<file path="config.mk">
export PLATFORM = sky130hd
export DESIGN_NAME = iadc_ctrl
export DESIGN_NICKNAME = d
export VERILOG_FILES = /design/src/rtl/iadc_pkg.sv /design/src/rtl/iadc_coi_decim.sv /design/src/rtl/iadc_ctrl.sv
export SDC_FILE = /design/constraint.sdc
export NUM_CORES = 1
export LEC_CHECK = 0
export ABC_AREA = 1
export BUFFER_PORTS_ARGS = -buffer_cell sky130_fd_sc_hd__buf_2
export CAP_MARGIN = 0
export CORE_ASPECT_RATIO = 0.9
export CORE_MARGIN = 2
export CORE_UTILIZATION = 40
export DETAILED_ROUTE_END_ITERATION = 6
export SETUP_SLACK_MARGIN = 0.02
export SLEW_MARGIN = 20
export SYNTH_ARGS = -nofsm -noshare
export SYNTH_HDL_FRONTEND = slang
export SYNTH_SLANG_ARGS = --single-unit
</file>
<file path="constraint.sdc">
create_clock -name clk -period 3.58 [get_ports clk]
set_clock_uncertainty 0.15 [all_clocks]
set_input_delay 0.716 -clock clk [delete_from_list [all_inputs] [get_ports clk]]
set_output_delay 0.716 -clock clk [all_outputs]
set_load 0.02 [all_outputs]
</file>
<file path="src/rtl/iadc_pkg.sv">
// iadc_pkg: shared types and elaboration-time helpers for the incremental-ADC
// back-end (conversion state encoding, decimator order limits, width helpers).
package iadc_pkg;

  // Conversion sequence states.
  typedef enum logic [2:0] {
    IDLE  = 3'd0,
    MRST  = 3'd1,
    INTEG = 3'd2,
    LATCH = 3'd3,
    SHOUT = 3'd4
  } state_t;

  // Supported decimator orders.
  localparam int ORDER_MIN = 1;
  localparam int ORDER_MAX = 2;

  function automatic bit order_ok(input int order);
    return (order >= ORDER_MIN) && (order <= ORDER_MAX);
  endfunction

  // Accumulator width: an ORDER-stage integrator chain over at most
  // 2^OSR_W-1 one-bit samples never exceeds this many bits.
  function automatic int acc_w(input int order, input int osr_w);
    return order * osr_w + 1;
  endfunction

  // Shared phase counter must hold osr-1, RST_CYC-1 and DATA_W-1.
  function automatic int cnt_w(input int osr_w, input int rst_cyc, input int data_w);
    int w;
    w = osr_w;
    if ($clog2(rst_cyc + 1) > w) w = $clog2(rst_cyc + 1);
    if ($clog2(data_w + 1) > w) w = $clog2(data_w + 1);
    return w;
  endfunction

endpackage

</file>
<file path="src/rtl/iadc_coi_decim.sv">
// iadc_coi_decim: ORDER-stage cascade-of-integrators decimator for the 1-bit
// modulator stream, with a right-shift and saturating output stage.
//   clk, rst   : clock, synchronous active-high reset
//   clr        : synchronous clear of all accumulators
//   en         : accumulate bit_in at this edge
//   bit_in     : modulator comparator bit
//   word, sat  : combinational shifted/saturated result of the final stage
module iadc_coi_decim
  import iadc_pkg::*;
#(
  parameter int DATA_W    = 12,
  parameter int OSR_W     = 10,
  parameter int ORDER     = 2,
  parameter int OUT_SHIFT = 0
) (
  input  logic              clk,
  input  logic              rst,
  input  logic              clr,
  input  logic              en,
  input  logic              bit_in,
  output logic [DATA_W-1:0] word,
  output logic              sat
);

  localparam int ACC_W = acc_w(ORDER, OSR_W);
  // Zero-extended by DATA_W so the overflow test works even when DATA_W > ACC_W.
  localparam int EXT_W = ACC_W + DATA_W;

  if (!order_ok(ORDER)) begin : g_order_bad
    $error("iadc_coi_decim: ORDER must be 1 or 2");
  end

  logic [ACC_W-1:0] acc1_r;
  logic [ACC_W-1:0] acc2_r;
  logic [ACC_W-1:0] acc1_nx_s;
  logic [ACC_W-1:0] accf_s;
  logic [EXT_W-1:0] ext_s;

  // Second stage integrates the first stage value including the current bit.
  assign acc1_nx_s = acc1_r + {{(ACC_W-1){1'b0}}, bit_in};

  // Integrator chain registers.
  always_ff @(posedge clk) begin
    if (rst || clr) begin
      acc1_r <= {ACC_W{1'b0}};
      acc2_r <= {ACC_W{1'b0}};
    end else if (en) begin
      acc1_r <= acc1_nx_s;
      acc2_r <= acc2_r + acc1_nx_s;
    end else begin
      acc1_r <= acc1_r;
      acc2_r <= acc2_r;
    end
  end

  assign accf_s = (ORDER == 1) ? acc1_r : acc2_r;
  assign ext_s  = {{DATA_W{1'b0}}, accf_s} >> OUT_SHIFT;

  // Any set bit above the output word means the result does not fit.
  assign sat  = |ext_s[EXT_W-1:DATA_W];
  assign word = sat ? {DATA_W{1'b1}} : ext_s[DATA_W-1:0];

endmodule

</file>
<file path="src/rtl/iadc_ctrl.sv">
// iadc_ctrl: incremental-ADC digital back-end. Sequences modulator reset,
// integration and latch, decimates the bitstream and shifts the result out
// MSB first (or streams raw mod_in in debug mode).
//   clk, rst            : clock, synchronous active-high reset
//   start, cont, osr    : conversion request, continuous mode, oversampling ratio
//   debug, mod_in       : raw-bitstream mode, modulator comparator bit
//   mod_rst, mod_en     : modulator integrator reset / integrate window
//   busy                : any state but IDLE
//   data_out, sat       : last result and its saturation flag
//   data_valid          : one-cycle pulse when data_out updates
//   shift, serial_data_out : serial result stream with per-bit strobe
module iadc_ctrl
  import iadc_pkg::*;
#(
  parameter int DATA_W    = 12,
  parameter int OSR_W     = 10,
  parameter int ORDER     = 2,
  parameter int RST_CYC   = 2,
  parameter int OUT_SHIFT = 0
) (
  input  logic              clk,
  input  logic              rst,
  input  logic              start,
  input  logic              cont,
  input  logic [OSR_W-1:0]  osr,
  input  logic              debug,
  input  logic              mod_in,
  output logic              mod_rst,
  output logic              mod_en,
  output logic              busy,
  output logic [DATA_W-1:0] data_out,
  output logic              data_valid,
  output logic              sat,
  output logic              shift,
  output logic              serial_data_out
);

  localparam int CNT_W = cnt_w(OSR_W, RST_CYC, DATA_W);

  state_t             state_r;
  state_t             state_nx_s;
  logic [CNT_W-1:0]   cnt_r;
  logic [CNT_W-1:0]   cnt_nx_s;
  logic               capture_s;
  logic [OSR_W-1:0]   osr_q_r;
  logic [DATA_W-1:0]  word_s;
  logic               sat_s;
  logic [DATA_W-1:0]  shreg_r;
  logic               serial_nx_s;
  logic               mod_rst_r;
  logic               mod_en_r;
  logic               busy_r;
  logic [DATA_W-1:0]  data_out_r;
  logic               data_valid_r;
  logic               sat_r;
  logic               shift_r;
  logic               serial_r;

  // State and phase counter registers.
  always_ff @(posedge clk) begin
    if (rst) begin
      state_r <= IDLE;
      cnt_r   <= {CNT_W{1'b0}};
    end else begin
      state_r <= state_nx_s;
      cnt_r   <= cnt_nx_s;
    end
  end

  // Next-state and counter logic; capture_s marks every entry into MRST.
  always_comb begin
    state_nx_s = state_r;
    cnt_nx_s   = cnt_r;
    capture_s  = 1'b0;
    case (state_r)
      IDLE: begin
        if (start) begin
          state_nx_s = MRST;
          cnt_nx_s   = {CNT_W{1'b0}};
          capture_s  = 1'b1;
        end else begin
          state_nx_s = IDLE;
        end
      end
      MRST: begin
        if (cnt_r == CNT_W'(RST_CYC - 1)) begin
          state_nx_s = INTEG;
          cnt_nx_s   = {CNT_W{1'b0}};
        end else begin
          cnt_nx_s = cnt_r + CNT_W'(1);
        end
      end
      INTEG: begin
        // osr_q_r is never 0, so the subtraction cannot underflow.
        if (cnt_r == CNT_W'(osr_q_r) - CNT_W'(1)) begin
          state_nx_s = LATCH;
          cnt_nx_s   = {CNT_W{1'b0}};
        end else begin
          cnt_nx_s = cnt_r + CNT_W'(1);
        end
      end
      LATCH: begin
        state_nx_s = SHOUT;
        cnt_nx_s   = {CNT_W{1'b0}};
      end
      SHOUT: begin
        if (cnt_r == CNT_W'(DATA_W - 1)) begin
          cnt_nx_s = {CNT_W{1'b0}};
          if (cont) begin
            state_nx_s = MRST;
            capture_s  = 1'b1;
          end else begin
            state_nx_s = IDLE;
          end
        end else begin
          cnt_nx_s = cnt_r + CNT_W'(1);
        end
      end
      default: begin
        state_nx_s = IDLE;
        cnt_nx_s   = {CNT_W{1'b0}};
      end
    endcase
  end

  // Accumulators are held clear until integration starts.
  iadc_coi_decim #(
    .DATA_W   (DATA_W),
    .OSR_W    (OSR_W),
    .ORDER    (ORDER),
    .OUT_SHIFT(OUT_SHIFT)
  ) u_decim (
    .clk   (clk),
    .rst   (rst),
    .clr   ((state_r == IDLE) || (state_r == MRST)),
    .en    (state_r == INTEG),
    .bit_in(mod_in),
    .word  (word_s),
    .sat   (sat_s)
  );

  // Next serial bit: raw input in debug, else the result MSB-first while in SHOUT.
  always_comb begin
    serial_nx_s = 1'b0;
    if (debug) begin
      serial_nx_s = mod_in;
    end else if (state_r == LATCH) begin
      serial_nx_s = word_s[DATA_W-1];
    end else if ((state_r == SHOUT) && (state_nx_s == SHOUT)) begin
      serial_nx_s = shreg_r[DATA_W-1];
    end else begin
      serial_nx_s = 1'b0;
    end
  end

  // Registered outputs, osr capture and result shift register.
  always_ff @(posedge clk) begin
    if (rst) begin
      osr_q_r      <= {OSR_W{1'b0}};
      shreg_r      <= {DATA_W{1'b0}};
      mod_rst_r    <= 1'b0;
      mod_en_r     <= 1'b0;
      busy_r       <= 1'b0;
      data_out_r   <= {DATA_W{1'b0}};
      data_valid_r <= 1'b0;
      sat_r        <= 1'b0;
      shift_r      <= 1'b0;
      serial_r     <= 1'b0;
    end else begin
      if (capture_s) begin
        osr_q_r <= (osr == {OSR_W{1'b0}}) ? {{(OSR_W-1){1'b0}}, 1'b1} : osr;
      end
      // Outputs follow the state being entered so they line up with it.
      mod_rst_r    <= (state_nx_s == MRST);
      mod_en_r     <= (state_nx_s == INTEG);
      busy_r       <= (state_nx_s != IDLE);
      data_valid_r <= (state_r == LATCH);
      shift_r      <= (state_nx_s == SHOUT) && !debug;
      serial_r     <= serial_nx_s;
      if (state_r == LATCH) begin
        data_out_r <= word_s;
        sat_r      <= sat_s;
        // MSB leaves via serial_r now; the shifter holds the remaining bits.
        shreg_r    <= {word_s[DATA_W-2:0], 1'b0};
      end else if (state_r == SHOUT) begin
        shreg_r <= {shreg_r[DATA_W-2:0], 1'b0};
      end
    end
  end

  assign mod_rst         = mod_rst_r;
  assign mod_en          = mod_en_r;
  assign busy            = busy_r;
  assign data_out        = data_out_r;
  assign data_valid      = data_valid_r;
  assign sat             = sat_r;
  assign shift           = shift_r;
  assign serial_data_out = serial_r;

endmodule
</file>
==> reports/summary.txt, run 1 <==
Cell variety after synth -> 46
final setup violation count -> 0
Leak -> 3.19 nW
GPL Wtd Cong -> 0.880
minimum clock period -> 3.28 ns
fmax -> 305 MHz
number of I/O port buffers -> 34
max_cap viols -> 0
RSZ-0062 raised after global routing -> no
antenna diode count -> 0
Design Power -> 2.32 mW
CP Cell Sequence -> buf_2 > ha_2 > nand3_2 > nor2_2 > nand2_2 > inv_2 > nand2_4 > nor2_4 > nand3_2 > nor2_4 > nand2_1 > xor2_1 > inv_1 > ha_1 > a21oi_1 > o21ai_0 > a21oi_1 > nand3_1 > o21bai_1 > a21oi_1 > nor2_1
Via density -> 4.93
Synth top area share -> 33.3%
DRC -> 0
crit end category -> flop
vias in the first global route -> 4,980
Sink Count -> 95
core box area -> 14,000 um2
Die Footprint -> 15,300 um2
ys async rst share -> 0%
post-synthesis cell area -> 5710 um2
DRT Pass-1 Iters -> 7
worst slew pin tran -> 0.741 ns
crit path DAT -> 3.38 ns
CTS tree -> built
initial antenna violation count -> 0
Final Slew Violations -> 0
startpoint types -> input port
largest net degree at the start of global routing -> 45
Total Routing Usage GR -> 19.3%
Clk pin slew, worst setup/hold paths -> 0.08 ns
total routed wirelength -> 14.3 mm
die height -> 117 um
Final Non-Filler Cells -> 1,111
hold slack final -> 0.312 ns
largest area contributor in the netlist -> dfxtp_1
Slew headroom -> 50.5%
Die Width -> 130 um
hold_buf cts -> 0
Worst-Skew Late Latency -> 0.35 ns
Clock Tree Buf Depth -> 2
CTS Buf Count -> 9
row count -> 41
layout overhead on the synthesized area -> 20.1%
maximum vdd ir drop -> 0.000325 V
cells taking the most area after synthesis -> dfxtp_1 (33%), nand2_1 (9.9%), a21oi_1 (8.3%)
Seq/Total Area, Yosys -> 33.3%
first-pass GRT wire length -> 23.9 mm
Post-synth top flop -> dfxtp_1
outcome -> complete, no violations
Clock Root Buffer -> clkbuf_16
Layout Nets -> 955
Detail Placement HPWL -> 10.6 mm
EDFF count, synth -> 0
WP data required -> 3.68 ns
share of layout cells above drive strength 1 -> 17.0%
routed len/inst -> 12.9 um
Ys Warns -> 0
CTS H-tree lvls -> 3
routed vias -> 5,482
WS Path Type -> input port to flop
min-delay worst type -> flop to flop
CP Max Fanout -> 4
GRT Residual Overflow -> 0
Antenna Nets Post-Route -> 0
Slowest-stage cell, CP -> ha_1
Top cell by count, worst path -> a21oi_1
Worst path max stage delay -> 0.33 ns
Final Worst Setup Slack -> 0.296 ns
PwrDens -> 338 nW/um2
Avg Cell Area, Syn -> 6.82 um2
Final period util -> 91.7%
Post-Synthesis Net Count -> 880
Yosys reg bits -> 95
Initial Util -> 40.8%
final hold viol count -> 0
DR iter-0 viols -> 257
Mapped Cells -> 838
DP Cell Count -> 1,094
Top Ports -> 35
worst slack, placed -> -0.231 ns
flip-flops by register name (all words and copies together), names as in the netlist:
signal	count
shreg_r	11
state_r	3
u_decim.acc2_r	21
busy	1
data_valid	1
mod_rst	1
cnt_r	10
osr_q_r	10
mod_en	1
u_decim.acc1_r	21
shift	1
serial_data_out	1
data_out	12
sat	1
what timing repair did:
| item | CTS | global route |
|---|---|---|
| endpoints found under the setup margin | 0 | 8 |
| buffers inserted | 0 | 1 |
| gates resized for setup | 0 | 22 |
final cells by class:
type | instances | area [um2]
clock inverters | 7 | 73.8
multi-input cells | 592 | 3370
repair buffers | 87 | 568
well taps | 193 | 241
clock buffers | 9 | 225
flip-flops and latches | 95 | 1900
fillers | 1422 | 7150
inverters | 128 | 480
metal layers:
metal | GRT usage [%] | vias to the layer above | wire length, um
met4 | 5.38 | 0 | 221
met5 | 0 | - | 0
met3 | 4.29 | 15 | 515
li1 | - | 2912 | -
met1 | 28.3 | 2473 | 7610
met2 | 28.1 | 82 | 5940
cells in the mapped netlist (3+ instances only):
cell type	count
nand2_1	150
inv_1	122
a21oi_1	95
dfxtp_1	95
o21ai_0	91
nor2_1	62
nand3_1	46
ha_1	25
xor2_1	23
clkbuf_1	17
nand4_1	13
xnor2_1	11
nor3_1	9
inv_2	6
nor4_1	6
o211ai_1	6
o21bai_1	5
a31oi_1	4
nand2_2	4
nor2_2	4
nor3_2	4
o21a_1	4
a211oi_1	3
buf_2	3
nand3b_1	3
nor2_4	3
or2_2	3
cells by family after synthesis:
| group | count (synthesis) | share of synthesized area (%) |
|---|---|---|
| buf+inv | 151 | 10.1 |
| xor+xnor | 34 | 5.21 |
| fa+ha+maj | 26 | 5.83 |
| flops | 95 | 33.3 |
| simple gates | 314 | 24.9 |
| compound gates | 218 | 20.6 |
report_power, final:
part	leakage [nW]	switching [mW]	internal, mW	total, mW
Sequential	0.769	0.0254	1.08	1.11
Combinational	2.28	0.165	0.0827	0.247
Clock	0.140	0.469	0.493	0.962
Total	3.19	0.659	1.66	2.32
metrics by stage:
step                      setup TNS (ns)  util, %  area, um2
final                                  0     49.0       6860
after detailed placement           -1.25     45.9       6420
after floorplan                        0        -       5710
after CTS                              0     48.0       6720
after global routing                   0     49.0       6860
after global placement            -0.760     45.9       6420
final timing paths:
check,start,end,slack [ns],depth (start not counted)
min reg2reg,data_out[4]$_SDFFE_PP0P_,data_out[4]$_SDFFE_PP0P_,0.31,2
max reg2reg,u_decim.acc1_r[0]$_SDFFE_PP0P_,u_decim.acc2_r[20]$_SDFFE_PP0P_,0.42,20
min,data_out[4]$_SDFFE_PP0P_,data_out[4]$_SDFFE_PP0P_,0.31,2
max,mod_in,u_decim.acc2_r[20]$_SDFFE_PP0P_,0.30,21
worst max-delay path, delay by kind of cell:
kind                     cells  cell delay, ns
buffers and inverters        3            0.25
AND/OR/NAND/NOR             10            0.94
XOR/XNOR                     1            0.17
AO/OA/AOI/OAI                5            0.74
adder cells (fa/ha/maj)      2            0.54
cell usage in the layout, fill, tap and decap left out, drive strengths merged, types with 23 or more instances in the layout:
cell type	n
dfxtp	95
nand3	48
inv	131
xor2	23
o21ai	93
nand2	156
a21oi	96
buf	87
nor2	69
ha	25
No activity file was read; power rests on OpenSTA's default activity.
==> run 2, diff against run 1 <==
--- a/config.mk
+++ b/config.mk
@@ -10,8 +10,9 @@
 export CAP_MARGIN = 0
 export CORE_ASPECT_RATIO = 0.9
 export CORE_MARGIN = 2
-export CORE_UTILIZATION = 40
+export CORE_UTILIZATION = 55
 export DETAILED_ROUTE_END_ITERATION = 6
+export PLACE_DENSITY = 0.73
 export SETUP_SLACK_MARGIN = 0.02
 export SLEW_MARGIN = 20
 export SYNTH_ARGS = -nofsm -noshare
==> run 2 against run 1 <==
Effect of this change:
- sequential cell count is the same
- largest cell class unchanged
- final cell count shrank 7.0%
- worst hold slack is essentially flat
- highest routed layer unchanged
==> reports/summary.txt, run 2 (same netlist as run 1, synthesis figures left out) <==
maximum vdd ir drop -> 0.000377 V (+16%)
total routed wirelength -> 14.7 mm (+2.6%)
Worst-Skew Late Latency -> 0.35 ns (about the same)
Int Power -> 1.72 mW (+4.0%)
worst slew pin tran -> 0.846 ns (+0.105 ns)
Detail Placement HPWL -> 10.8 mm (+1.2%)
hold_buf cts -> 0 (unchanged)
max_cap viols -> 0 (unchanged)
GRT Residual Overflow -> 0 (unchanged)
CP Max Fanout -> 4 (unchanged)
CTS Buf Count -> 9 (unchanged)
Die Footprint -> 11,200 um2 (-26%)
first-pass GRT wire length -> 24.5 mm (+2.6%)
number of I/O port buffers -> 34 (unchanged)
share of layout cells above drive strength 1 -> 16.0% (-0.95 points)
final hold viol count -> 0 (unchanged)
CTS tree -> built
startpoint types -> input port
DRT Pass-1 Iters -> 5 (-2)
WP data required -> 3.67 ns (about the same)
Final period util -> 94.0% (+2.2 points)
Seq pwr share -> 46.7% (-1.1 points)
Sum Neg Setup Slack -> 0 ns (unchanged)
min-delay worst type -> flop to flop
core box area -> 10,200 um2 (-27%)
DRC -> 0 (unchanged)
outcome -> complete, no violations
Layout Nets -> 941 (-1.5%)
Initial Util -> 56.2% (+15 points)
Final Slew Violations -> 0 (unchanged)
Final Worst Setup Slack -> 0.216 ns (-0.0799 ns)
Slew headroom -> 43.5% (-7.0 points)
Buf/Inv on CP -> 4 (+1)
worst slack, placed -> -0.254 ns (-0.0229 ns)
Total Routing Usage GR -> 26.7% (+7.5 points)
routed vias -> 5,667 (+3.4%)
Leak -> 3.12 nW (-2.0%)
die height -> 101 um (-14%)
Switch Pwr -> 0.651 mW (-1.2%)
largest net degree at the start of global routing -> 45 (unchanged)
Die Width -> 111 um (-14%)
Sink Count -> 95 (unchanged)
most frequent cells in the layout -> nand2_1 (146), inv_1 (122), dfxtp_1 (95)
CTS H-tree lvls -> 3 (unchanged)
final setup violation count -> 0 (unchanged)
Clock Root Buffer -> clkbuf_16
crit end category -> flop
fmax -> 297 MHz (-2.4%)
PwrDens -> 354 nW/um2 (+4.7%)
layout overhead on the synthesized area -> 17.6%
CP Cell Sequence -> buf_2 > ha_4 > nand3_2 > nor2_4 > nand2_2 > inv_2 > nand2_4 > nor2_4 > nand3_2 > nor2_4 > xor2_2 > inv_1 > ha_4 > nand2_2 > inv_1 > nand3_1 > nor3_2 > nand4_1 > nand3_1 > o21bai_2 > nand3_1 > nand2_1 > nor2_1
Antenna Nets Post-Route -> 0 (unchanged)
GPL Wtd Cong -> 0.939 (+6.8%)
Top Ports -> 35 (unchanged)
clock share of power -> 42.9% (+1.4 points)
Clock Tree Buf Depth -> 2 (unchanged)
initial antenna violation count -> 0 (unchanged)
minimum clock period -> 3.36 ns (+0.0799 ns)
Clk pin slew, worst setup/hold paths -> 0.07 ns (about the same)
Worst path max stage delay -> 0.30 ns (-0.03 ns)
switch share -> 27.4% (-1.0 points)
crit path DAT -> 3.46 ns (+0.08 ns)
vias in the first global route -> 5,199 (+4.4%)
DR iter-0 viols -> 461 (+79%)
delay-heaviest family, CP -> simple AND/OR/NAND/NOR gates
row count -> 35 (-15%)
antenna diode count -> 0 (unchanged)
most common cell after layout, fill and taps aside -> nand2_1
routed len/inst -> 14.2 um (+10%)
power share of the combinational group -> 10.4% (-0.3 points)
Via density -> 5.49 (+11%)
Slowest-stage cell, CP -> ha_4
WS Path Type -> input port to flop
[run 2: changes by cell type in the layout (fill, tap and decap cells not counted), moves of 2 or more]
cell	before	now
clkinvlp_4	2	0
ha_4	4	6
ha_2	3	1
buf_4	53	39
a21oi_1	94	92
a21oi_2	2	4
[run 2: stage by stage]
step / total power, mW / instance area [um2] / cells / hold slack [ns] / util [%]
floorplan: 1.31 / 5710 / 838 / 0.300 / -
global placement: 1.37 / 6230 / 1015 / 0.298 / 61.3
detailed placement: 1.37 / 6230 / 1015 / 0.304 / 61.3
CTS: 2.39 / 6540 / 1031 / 0.315 / 64.4
global route: 2.47 / 6720 / 1033 / 0.329 / 66.1
finish: 2.37 / 6720 / 1033 / 0.312 / 66.1
[run 2: area by class of cell]
class                           instances  area (um2)
Tap cell                              129         161
Fill cell                             939        3440
Clock inverter                          7        86.3
Clock buffer                            9         225
Multi-Input combinational cell        592        3400
Inverter                              128         480
Sequential cell                        95        1900
Timing Repair Buffer                   73         463
[run 2: worst register-to-register path, stage by stage (launching register included)]
cell	delay, ns
dfxtp_1	0.37
ha_4	0.17
nand3_2	0.12
nor2_4	0.12
nand2_2	0.07
inv_2	0.08
nand2_4	0.06
nor2_4	0.09
nand3_2	0.10
nor2_4	0.19
xor2_2	0.16
inv_1	0.10
ha_4	0.31
nand2_2	0.08
inv_1	0.06
nand3_1	0.10
nor3_2	0.28
nand4_1	0.12
nand3_1	0.10
o21bai_2	0.13
nand3_1	0.09
nand2_1	0.07
nor2_1	0.04
[run 2: power groups by stage]
| stage | clock (mW) | combinational, mW | sequential, mW |
|---|---|---|---|
| 2_1_floorplan | 0 | 0.184 | 1.13 |
| 3_3_place_gp | 0 | 0.238 | 1.13 |
| 3_5_place_dp | 0 | 0.242 | 1.13 |
| 4_1_cts | 1.03 | 0.245 | 1.11 |
| 5_1_grt | 1.08 | 0.283 | 1.11 |
| 6_report | 1.02 | 0.248 | 1.11 |
[run 2: what timing repair did]
item / CTS / global route
gates resized for setup: 0 / 26
setup endpoints to repair: 0 / 9
setup buffers: 0 / 2
[run 2: layer usage]
metal  track usage [%]  wire length [um]
met1              35.2              6780
met2              43.9              6630
met3              4.57               791
met4              11.2               446
met5                 0                 0
[run 2: final timing paths]
kind	slack, ns	end	start	cells after the start
setup / recovery	0.22	u_decim.acc2_r[20]$_SDFFE_PP0P_	mod_in	23
hold / removal	0.31	data_out[0]$_SDFFE_PP0P_	data_out[0]$_SDFFE_PP0P_	2
setup reg to reg	0.35	u_decim.acc2_r[20]$_SDFFE_PP0P_	u_decim.acc1_r[0]$_SDFFE_PP0P_	22
hold reg to reg	0.31	data_out[0]$_SDFFE_PP0P_	data_out[0]$_SDFFE_PP0P_	2
==> run 3, diff against run 2 <==
--- a/config.mk
+++ b/config.mk
@@ -7,11 +7,12 @@
 export LEC_CHECK = 0
 export ABC_AREA = 1
 export BUFFER_PORTS_ARGS = -buffer_cell sky130_fd_sc_hd__buf_2
-export CAP_MARGIN = 0
+export CAP_MARGIN = 40
 export CORE_ASPECT_RATIO = 0.9
 export CORE_MARGIN = 2
 export CORE_UTILIZATION = 55
 export DETAILED_ROUTE_END_ITERATION = 6
+export MAX_ROUTING_LAYER = met4
 export PLACE_DENSITY = 0.73
 export SETUP_SLACK_MARGIN = 0.02
 export SLEW_MARGIN = 20
==> constraint.sdc (replaced) <==
create_clock -name clk -period 3.4 [get_ports clk]
set_clock_uncertainty 0.15 [all_clocks]
set_input_delay 0.68 -clock clk [delete_from_list [all_inputs] [get_ports clk]]
set_output_delay 0.68 -clock clk [all_outputs]
set_load 0.02 [all_outputs]
==> run 3 against run 2 <==
Effect of this change:
- final cell count is 1.8% higher
- worst setup slack got worse by 0.076 ns
- clock power about the same
- core utilization up 2.8 points
- global-route usage increased by 0.31 points
- design area is 4.3% higher
- register-to-register slack worse by 0.20 ns
- die area is the same
- worst hold slack gained 0.00084 ns
==> reports/summary.txt, run 3 (same netlist as run 1, synthesis figures left out) <==
RR Startpoint -> u_decim.acc1_r[0]$_SDFFE_PP0P_
WP data required -> 3.55 ns (-0.12 ns)
row count -> 35 (unchanged)
Antenna Nets Post-Route -> 0 (unchanged)
crit end category -> flop
Clock Tree Buf Depth -> 2 (unchanged)
DRT Pass-1 Iters -> 6 (+1)
Layout Nets -> 960 (+2.0%)
Min-Delay Path Depth -> 2 (unchanged)
share of layout cells above drive strength 1 -> 19.7% (+3.7 points)
WS Path Type -> input port to flop
Buf/Inv on CP -> 4 (unchanged)
Detail Placement HPWL -> 10.8 mm (+0.53%)
most frequent cells in the layout -> nand2_1 (145), inv_1 (120), dfxtp_1 (95)
crit path DAT -> 3.41 ns (-0.05 ns)
GRT Residual Overflow -> 0 (unchanged)
layout overhead on the synthesized area -> 22.7%
Die Footprint -> 11,200 um2 (unchanged)
maximum vdd ir drop -> 0.000362 V (-3.9%)
most common cell after layout, fill and taps aside -> nand2_1
placed cell area -> 6330 um2 (+1.6%)
CTS tree -> built
max_cap viols -> 0 (unchanged)
routed len/inst -> 14.5 um (+2.2%)
cells on worst reg2reg path -> 19 (-14%)
Clock Root Buffer -> clkbuf_16
Design Power -> 2.48 mW (+4.4%)
Via density -> 5.50 (+0.26%)
CTS Buf Count -> 9 (unchanged)
Top cell by count, worst path -> nand2_1
DRC -> 0 (unchanged)
total routed wirelength -> 15.3 mm (+4.1%)
Final Worst Setup Slack -> 0.141 ns (-0.0757 ns)
CP Max Fanout -> 5 (+1)
Die Width -> 111 um (unchanged)
flop-to-flop setup slack -> 0.15 ns (-0.20 ns)
PwrDens -> 354 nW/um2 (about the same)
Clk pin slew, worst setup/hold paths -> 0.08 ns (about the same)
delay-heaviest family, CP -> simple AND/OR/NAND/NOR gates
hold slack final -> 0.313 ns (+0.000845 ns)
CTS H-tree lvls -> 3 (unchanged)
Slowest-stage cell, CP -> ha_2
die height -> 101 um (unchanged)
worst slew pin tran -> 0.837 ns (-0.00881 ns)
final setup violation count -> 0 (unchanged)
Sum Neg Setup Slack -> 0 ns (unchanged)
Leak -> 3.30 nW (+5.6%)
min-delay worst type -> flop to flop
core box area -> 10,200 um2 (unchanged)
Total Routing Usage GR -> 27.0% (+0.31 points)
largest net degree at the start of global routing -> 45 (unchanged)
Slew headroom -> 44.1% (+0.59 points)
Sink Count -> 95 (unchanged)
hold_sp -> data_out[3]$_SDFFE_PP0P_
first-pass GRT wire length -> 24.3 mm (-0.70%)
Final Non-Filler Cells -> 1,052 (+1.8%)
vias in the first global route -> 5,355 (+3.0%)
number of I/O port buffers -> 34 (unchanged)
CP Cell Sequence -> buf_4 > ha_4 > ha_4 > nand3_4 > nor2_2 > nand2_1 > nor2_1 > nand2_1 > xor2_1 > inv_1 > ha_2 > nand2_1 > buf_4 > nor2_1 > nand3_1 > nand2_1 > a21oi_1 > o21ai_0 > o211ai_1 > inv_1
Worst path max stage delay -> 0.40 ns (+0.10 ns)
final hold viol count -> 0 (unchanged)
antenna diode count -> 0 (unchanged)
RSZ-0062 raised after global routing -> yes
worst slack, placed -> -0.466 ns (-0.212 ns)
fillcell total -> 874 (-6.9%)
initial antenna violation count -> 0 (unchanged)
Initial Util -> 56.2% (unchanged)
DP Cell Count -> 1,028 (+1.3%)
outcome -> complete, no violations
minimum clock period -> 3.26 ns
Top Ports -> 35 (unchanged)
Final Slew Violations -> 0 (unchanged)
Worst-Skew Late Latency -> 0.36 ns (about the same)
Layout Cell Area excl Fill -> 7010 um2 (+4.3%)
Hold EP -> data_out[3]$_SDFFE_PP0P_
routed vias -> 5,786 (+2.1%)
Final period util -> 95.9%
final core occ -> 69.0% (+2.8 points)
fmax -> 307 MHz
capture point of the worst reg-to-reg path -> u_decim.acc2_r[14]$_SDFFE_PP0P_
GPL Wtd Cong -> 0.948 (+0.88%)
DR iter-0 viols -> 387 (-16%)
startpoint types -> input port
-- run 3: cell count changes in the layout (fill, tap and decap cells not counted), moves of 3 or more --
| cell | delta |
|---|---|
| buf_4 | +19 |
| a21oi_1 | -3 |
| a21oi_2 | +3 |
| ha_1 | -3 |
| xor2_1 | -3 |
| xor2_2 | +3 |
-- run 3: worst reg2reg max path: cells and delay by family, from the launching register on --
family / cells / cell delay, ns
simple gates: 9 / 1.03
compound gates: 3 / 0.36
xor+xnor: 1 / 0.20
buf+inv: 3 / 0.33
flops: 1 / 0.39
fa+ha+maj: 3 / 0.74
-- run 3: per-layer routing --
metal,up-vias,part of all wire (%),GRT usage (%)
li1,2910,-,-
met3,35,5.2,4.03
met5,-,0,-
met4,0,3.1,10.3
met2,172,47,44.2
met1,2669,45,34.3
-- run 3: repair_timing --
action / 4_1_cts / 5_1_grt
resized for setup: 4 / 52
pin swaps: 0 / 17
buffers inserted: 0 / 8
endpoints found under the setup margin: 3 / 10
hold buffers: 0 / 0
-- run 3: how the worst max path moves through the flow --
stage,startpoint,end,slack [ns],cells after the start
6_report,mod_in,u_decim.acc2_r[14]$_SDFFE_PP0P_,0.14,20
5_1_grt,u_decim.acc1_r[0]$_SDFFE_PP0P_,u_decim.acc2_r[20]$_SDFFE_PP0P_,-0.08,22
4_1_cts,mod_in,u_decim.acc2_r[20]$_SDFFE_PP0P_,0.05,22
3_5_place_dp,mod_in,u_decim.acc2_r[19]$_SDFFE_PP0P_,-0.47,21
3_3_place_gp,mod_in,u_decim.acc2_r[18]$_SDFFE_PP0P_,-0.27,19
2_1_floorplan,mod_in,u_decim.acc2_r[18]$_SDFFE_PP0P_,0.06,18
-- run 3: area by class of cell --
| type | instances | area [um2] | share of cell area (%) |
|---|---|---|---|
| multi-input combinational | 592 | 3540 | 50.6 |
| inverter | 128 | 480 | 6.86 |
| clock inverter | 7 | 81.3 | 1.16 |
| timing repair buffer | 92 | 612 | 8.73 |
| sequential | 95 | 1900 | 27.1 |
| clock buffer | 9 | 225 | 3.21 |
| tap | 129 | 161 | 2.30 |
-- run 3: report_power, final --
group / switching [mW] / internal, mW
sequential: 0.0283 / 1.14
clock: 0.526 / 0.527
combinational: 0.171 / 0.0878
total: 0.726 / 1.75
